<file path="src/rtl/ysyx_2022040010_uncache_ctrl.sv">
`default_nettype none
// ============================================================================
// Module  : ysyx_2022040010_uncache_ctrl
// Brief   : Single-outstanding uncached LSU access bridge onto AXI with stall timeout
// Revision: 1.0
// ============================================================================
module ysyx_2022040010_uncache_ctrl #(
   parameter int unsigned TIMEOUT = 255
) (
   input  logic        clk,
   input  logic        rst,
   input  logic        req_valid,
   output logic        req_ready,
   input  logic        req_wen,
   input  logic [63:0] req_addr,
   input  logic [2:0]  req_size,
   input  logic [63:0] req_wdata,
   input  logic [7:0]  req_wstrb,
   output logic        resp_valid,
   output logic [63:0] resp_rdata,
   output logic        resp_err,
   output logic        axi_arvalid,
   input  logic        axi_arready,
   output logic [63:0] axi_araddr,
   output logic [2:0]  axi_arsize,
   input  logic        axi_rvalid,
   output logic        axi_rready,
   input  logic [63:0] axi_rdata,
   input  logic [1:0]  axi_rresp,
   output logic        axi_awvalid,
   input  logic        axi_awready,
   output logic [63:0] axi_awaddr,
   output logic [2:0]  axi_awsize,
   output logic        axi_wvalid,
   input  logic        axi_wready,
   output logic [63:0] axi_wdata,
   output logic [7:0]  axi_wstrb,
   input  logic        axi_bvalid,
   output logic        axi_bready,
   input  logic [1:0]  axi_bresp
);

   localparam logic [31:0] c_TIMEOUT = 32'(TIMEOUT);

   typedef enum logic [2:0] {
      IDLE    = 3'd0,
      RD_ADDR = 3'd1,
      RD_DATA = 3'd2,
      WR_REQ  = 3'd3,
      WR_RESP = 3'd4,
      DONE    = 3'd5
   } state_t;

   state_t      r_state;
   state_t      w_next;
   logic        r_up;
   logic [31:0] r_cnt;
   logic        r_wen;
   logic [63:0] r_addr;
   logic [2:0]  r_size;
   logic [63:0] r_wdata;
   logic [7:0]  r_wstrb;
   logic        r_aw_done;
   logic        r_w_done;
   logic [63:0] r_rdata;
   logic        r_err;
   logic        w_timeout;
   logic        w_fin;
   logic        w_err;
   logic [63:0] w_rdata;
   logic        w_bus;

   assign w_timeout  = (c_TIMEOUT != 32'd0) && (r_cnt == c_TIMEOUT);
   assign w_bus      = (r_state == RD_ADDR) || (r_state == RD_DATA) ||
                       (r_state == WR_REQ)  || (r_state == WR_RESP);
   assign axi_araddr = r_addr;
   assign axi_arsize = r_size;
   assign axi_awaddr = r_addr;
   assign axi_awsize = r_size;
   assign axi_wdata  = r_wdata;
   assign axi_wstrb  = r_wstrb;
   assign resp_rdata = r_rdata;
   assign resp_err   = r_err;

   always_comb begin
      w_next      = r_state;
      w_fin       = 1'b0;
      w_err       = 1'b0;
      w_rdata     = 64'd0;
      req_ready   = 1'b0;
      resp_valid  = 1'b0;
      axi_arvalid = 1'b0;
      axi_rready  = 1'b0;
      axi_awvalid = 1'b0;
      axi_wvalid  = 1'b0;
      axi_bready  = 1'b0;
      case (r_state)
         IDLE: begin
            req_ready = r_up;
            if (req_valid && r_up) w_next = req_wen ? WR_REQ : RD_ADDR;
         end
         RD_ADDR: begin
            axi_arvalid = 1'b1;
            if (w_timeout) begin
               w_next = DONE;
               w_fin  = 1'b1;
               w_err  = 1'b1;
            end else if (axi_arready) begin
               w_next = RD_DATA;
            end
         end
         RD_DATA: begin
            axi_rready = 1'b1;
            // A data beat arriving on the timeout cycle still completes the read.
            if (axi_rvalid) begin
               w_next  = DONE;
               w_fin   = 1'b1;
               w_err   = (axi_rresp != 2'b00);
               w_rdata = (axi_rresp == 2'b00) ? axi_rdata : 64'd0;
            end else if (w_timeout) begin
               w_next = DONE;
               w_fin  = 1'b1;
               w_err  = 1'b1;
            end
         end
         WR_REQ: begin
            axi_awvalid = !r_aw_done;
            axi_wvalid  = !r_w_done;
            if (w_timeout) begin
               w_next = DONE;
               w_fin  = 1'b1;
               w_err  = 1'b1;
            end else if ((r_aw_done || axi_awready) && (r_w_done || axi_wready)) begin
               w_next = WR_RESP;
            end
         end
         WR_RESP: begin
            axi_bready = 1'b1;
            if (axi_bvalid) begin
               w_next = DONE;
               w_fin  = 1'b1;
               w_err  = (axi_bresp != 2'b00);
            end else if (w_timeout) begin
               w_next = DONE;
               w_fin  = 1'b1;
               w_err  = 1'b1;
            end
         end
         DONE: begin
            resp_valid = 1'b1;
            w_next     = IDLE;
         end
         default: w_next = IDLE;
      endcase
   end

   always_ff @(posedge clk or negedge rst) begin
      if (!rst) begin
         r_state   <= IDLE;
         r_up      <= 1'b0;
         r_cnt     <= 32'd0;
         r_wen     <= 1'b0;
         r_addr    <= 64'd0;
         r_size    <= 3'd0;
         r_wdata   <= 64'd0;
         r_wstrb   <= 8'd0;
         r_aw_done <= 1'b0;
         r_w_done  <= 1'b0;
         r_rdata   <= 64'd0;
         r_err     <= 1'b0;
      end else begin
         r_state <= w_next;
         r_up    <= 1'b1;
         if (req_valid && req_ready) begin
            r_wen     <= req_wen;
            r_addr    <= req_addr;
            r_size    <= req_size;
            r_wdata   <= req_wdata;
            r_wstrb   <= req_wstrb;
            r_cnt     <= 32'd0;
            r_aw_done <= 1'b0;
            r_w_done  <= 1'b0;
         end else if (w_bus) begin
            r_cnt <= r_cnt + 32'd1;
         end
         if (axi_awvalid && axi_awready) r_aw_done <= 1'b1;
         if (axi_wvalid && axi_wready)   r_w_done  <= 1'b1;
         if (w_fin) begin
            r_err   <= w_err;
            r_rdata <= r_wen ? 64'd0 : w_rdata;
         end
      end
   end

endmodule
`default_nettype wire
</file>
<file path="config.mk">
export PLATFORM = sky130hd
export DESIGN_NAME = ysyx_2022040010_uncache_ctrl
export DESIGN_NICKNAME = d
export VERILOG_FILES = /design/src/rtl/ysyx_2022040010_uncache_ctrl.sv
export SDC_FILE = /design/constraint.sdc
export NUM_CORES = 1
export LEC_CHECK = 0
export CORE_AREA = 3 3 192 194
export DETAILED_ROUTE_END_ITERATION = 10
export DIE_AREA = 0 0 195 197
export MAX_ROUTING_LAYER = met4
export PLACE_DENSITY = 0.6
export REMOVE_ABC_BUFFERS = 1
export SLEW_MARGIN = 20
export SYNTH_ARGS = -nofsm -noshare
export SYNTH_HDL_FRONTEND = slang
export SYNTH_SLANG_ARGS = --single-unit
export TNS_END_PERCENT = 50
</file>
<file path="constraint.sdc">
create_clock -name clk -period 6.9 [get_ports clk]
set_clock_uncertainty 0.2 [all_clocks]
set_input_delay 1.035 -clock clk [delete_from_list [all_inputs] [get_ports clk]]
set_output_delay 1.035 -clock clk [all_outputs]
set_load 0.03 [all_outputs]
</file>
# Word-level counts from Yosys, hierarchy flattened
# Index checks and enable logic that the tools add are counted.
# totals
elab_cells	76
regBits	243
in_bits	216
# classes
muxes	33
n_reduce_logical	21
n_addsub	1
n_eq_ne	9
# ops
operator	n
2-to-1 mux 64 bit	4
2-to-1 mux 32 bit	2
adder 32 x 1 -> 32 bit (second input constant)	1
equality test 32 x 8 -> 1 bit (second input constant)	1
2-to-1 mux 3 bit	8
2-to-1 mux 1 bit	15
case mux 3 bit (5 select lines)	1
nonzero test 2 bit	5
equality test 3 x 2 -> 1 bit (second input constant)	2
equality test 3 bit (second input constant)	2
case mux 1 bit (3 select lines)	2
logical AND 1 bit	5
logical OR 1 bit	5
equality test 3 x 1 -> 1 bit (second input constant)	1
zero test 3 bit	1
!= test 3 x 2 -> 1 bit (second input constant)	1
!= test 3 bit (second input constant)	1
AND reduction 3 bit	1
zero test 1 bit	2
zero test 2 bit	1
2-to-1 mux 2 bit	1
!= test 2 bit (second input constant)	1
OR reduction 2 bit	1

# Depth between registers and ports, before layout
# depth
ltp_word	6
ltp_mapped	9
mapped_depth_nobuf	6

# Worst setup path before layout
# No wires, ideal clock.
# synth_timing
kind	register -> output
startpoint	register r_state[2]
endpoint	output port axi_awvalid
stages_incl_launch_ff	5
path_slack_ps	4176
arrival_time_ps	1489
path_cell_list	dfrtp_1 clkbuf_1 nand2b_1 or2_2 nor2_1
# synth_via
elab_chain_cells	2
# synth_lines
element	line	rtl
start, declared	54	state_t r_state;
start signal, assigned	172	r_state <= w_next;
equality test 3 x 2 -> 1 bit	97	case (r_state)
2-to-1 mux 1 bit	97	
end, declared	30	output logic axi_awvalid,
# No other way between the ends.

# Worst setup path in the final report
# layout_timing
startpoint	register r_state[2]
endpoint	output port req_ready
# layout_via
elab_chain_cells	2
# layout_lines
element	line	rtl
zero test 3 bit	97	
2-to-1 mux 1 bit	97	
end, declared	13	output logic req_ready,
# No other way between the ends.

==> results.tsv <==
stage	metric	value	unit
status	status	finished, final reports clean	
clocking	setup bufs post-CTS	0	
worst_setup_path	Crit path buffers/inverters	1	
worst_setup_path	CP max stage delay	0.76	ns
floorplan	die area	38400	µm²
sta	Worst Slack Setup Final	2.86	ns
yosys	largest cells by area after synthesis	dfrtp_1 (60%), nand2_1 (16%), a22o_1 (5.7%), buf_4 (4.9%), buf_2 (1.4%)	
worst_setup_path	R2R Setup Slk	3.56	ns
worst_setup_path	critical path class	reg2out	
clocking	Max clock buf depth	3	
route	DRT iter0 DRCs	316	
place	routability cong.	0.822	
pwr	Worst VDD drop	273	µV
pwr	PwrDens	504	nW/µm²
hold_path	sink of the worst hold path	axi_wdata[3]$_DFFE_PN0P_	
cells_and_area	number of non-filler instances in the completed layout	1941	
yosys	library cells used by synthesis	48	
hold_path	Hold WC Path Type	reg2reg	
yosys	area share of the largest cell type after synthesis	59.7	%
worst_setup_path	WP data arrival	2.80	ns
floorplan	# rows	69	
sta	RSZ-0062 raised after global routing	false	
route	DRT antenna net count	0	
hold_path	hold path depth	2	
run	max_cap viols	0	
place	hpwl dp	24400	µm
worst_setup_path	terminus of the critical flop-to-flop path	axi_wdata[36]$_DFFE_PN0P_	
grt	remaining global-route overflow	0	
sta	Final Hold Viols	0	
yosys	top-count cell post-synth	nand2_1	
grt	initial antenna violation count	1	
yosys	Main synth FF type	dfrtp_1	
yosys	yosys warns	0	
clocking	worst-skew pair later-pin latency	0.55	ns
place	placed insts	1891	
worst_setup_path	Reg-to-Reg Start	r_state[2]$_DFFE_PN0P_	
yosys	Post-Syn Instances	1053	
sta	Min Hold Slack	0.271	ns
sta	Slew HR	37.2	%
route	DR vias/cell	4.53	
worst_setup_path	largest delay contributor family on the critical path	simple AND/OR/NAND/NOR gates	
sta	Final min period	4.04	ns
worst_setup_path	WP data required	5.66	ns
clocking	CTS Root Cell	clkbuf_16	
worst_setup_path	R2R cell count	5	
floorplan	initial core utilization	28.8	%
route	drt first pass iters	6	
cells_and_area	Util after Layout	45.1	%
clocking	clk sinks	243	
worst_setup_path	startpoint types	flop	
route	DRC Markers	0	
clocking	CTS H-tree lvls	1	
hold_path	min-delay src	axi_wdata[3]$_DFFE_PN0P_	
grt	vias in the first global route	9134	
yosys	Synth Register Bits	243	
worst_setup_path	CP endpoint kind	output pin	
sta	Max Slew Vio Count	0	
route	Avg WL per Cell	17.7	µm
yosys	Mapped Area	10200	µm²
yosys	commonest cells in the netlist	nand2_1 (438), dfrtp_1 (243), buf_4 (67)	
sta	# setup viols final	0	
worst_setup_path	worst path cell trace	nor3_1, and2_1, clkdlybuf4s50_1	
grt	gr usage total	17.4	%
clocking	TritonCTS Buffers	27	
cells_and_area	nets	1676	
sta	slew at the pin closest to its max-slew limit	0.943	ns
place	IO buf count	493	
clocking	cts repair resizes	0	
worst_setup_path	CP max stage cell	nor3_1	
place	post-place setup slack	3.23	ns
yosys	sequential-to-total area share from yosys stat	59.7	%
sta	Max Freq	248	MHz
clocking	CTS clk-pin slew, worst paths	0.06	ns
route	Vias	8800	
grt	pin count of the biggest net entering global routing	105	
worst_setup_path	worst-path fanout max	15	
floorplan	Top Ports	494	
yosys	Avg Cell Area, Syn	9.67	µm²
yosys	Post-synth EDFFs	0	
floorplan	die height	197	µm
grt	first-pass GRT wire length	52500	µm
pwr	P_leak	7.31	nW
floorplan	core area	35400	µm²
sta	crit share post-route	58.5	%
yosys	ys async rst share	100	%
route	final WL	34400	µm
cells_and_area	area grow syn2layout	56.9	%
sta	setup_tns	0	ns
yosys	cell taking the most area after synthesis	dfrtp_1	
clocking	hold buffers post-CTS	0	
clocking	CTS tree	yes	
floorplan	die width	195	µm
cells_and_area	layout cells sized above 1	4.12	%
## worst register-to-register path, cell delays in order (launching register included)
cell,delay [ns]
dfrtp_1,0.54
nor3_1,0.76
nand3_4,0.74
buf_4,0.66
nand2_1,0.29
nand2_1,0.06
## cell usage in the layout (no fill, tap or decap), types with 9 or more instances in the layout
master           instances
nand3_1                 11
nor4_1                  14
nor2_1                  36
xnor2_1                 12
a21oi_1                 13
dfrtp_1                243
a22o_1                  66
nand4_1                 12
clkdlybuf4s50_1        492
o21ai_0                  9
xor2_1                   9
clkbuf_16               27
nand2_1                438
## power by group
part | switching, W | internal, W | total, W | leakage, nW
registers | 0.000427 | 0.00200 | 0.00243 | 3.17
clock network | 0.000597 | 0.000924 | 0.00152 | 0.457
logic | 0.00244 | 0.00166 | 0.00410 | 3.69
## worst max path at each step
stage               cells after the start              startpoint               endpoint
CTS                                     3  r_state[2]$_DFFE_PN0P_              req_ready
global route                            3  r_state[2]$_DFFE_PN0P_              req_ready
floorplan                               3               req_valid  r_cnt[25]$_DFFE_PN0P_
detailed placement                      6               req_valid  r_cnt[25]$_DFFE_PN0P_
finish                                  3  r_state[2]$_DFFE_PN0P_              req_ready
global placement                        6               req_valid  r_cnt[25]$_DFFE_PN0P_
## registers in the layout, summed over array words and instances, names as in the netlist
signal	flops
r_state	3
axi_wstrb	8
axi_wdata	64
r_up	1
axi_arsize	3
resp_rdata	64
r_aw_done	1
r_wen	1
r_cnt	32
resp_err	1
r_w_done	1
axi_araddr	64
## final cells by class
cell class                      count  area, µm²
Sequential cell                   243       6080
Inverter                            6       22.5
Multi-Input combinational cell    681       3370
Tap cell                          461        577
Clock buffer                       38        767
Timing Repair Buffer              500       4990
Fill cell                        3400      19400
Clock inverter                     11        169
Antenna cell                        1       2.50
## per-layer routing
| metal | up-vias | global-route usage, % | routed length, µm |
|---|---|---|---|
| met4 | 0 | 3.80 | 709 |
| met2 | 372 | 29.2 | 16800 |
| met5 | - | - | 0 |
| met3 | 42 | 5.04 | 2860 |
| met1 | 4202 | 21.0 | 14100 |
| li1 | 4184 | - | - |
## metrics by stage
| step | power (W) | cell area (µm²) |
|---|---|---|
| floorplan | 0.00458 | 9430 |
| finish | 0.00805 | 16000 |
| global route | 0.00848 | 16000 |
| CTS | 0.00817 | 16000 |
| global placement | 0.00654 | 15000 |
| detailed placement | 0.00658 | 15000 |
## cell families after synthesis
group | Yosys count | synth area share (%)
fa+ha+maj | 1 | 0.123
other cells | 1 | 0.0368
buf+inv | 129 | 7.57
simple gates | 554 | 22.7
xor+xnor | 21 | 1.81
compound gates | 104 | 8.05
flops | 243 | 59.7
No activity file was read; power rests on OpenSTA's default activity.
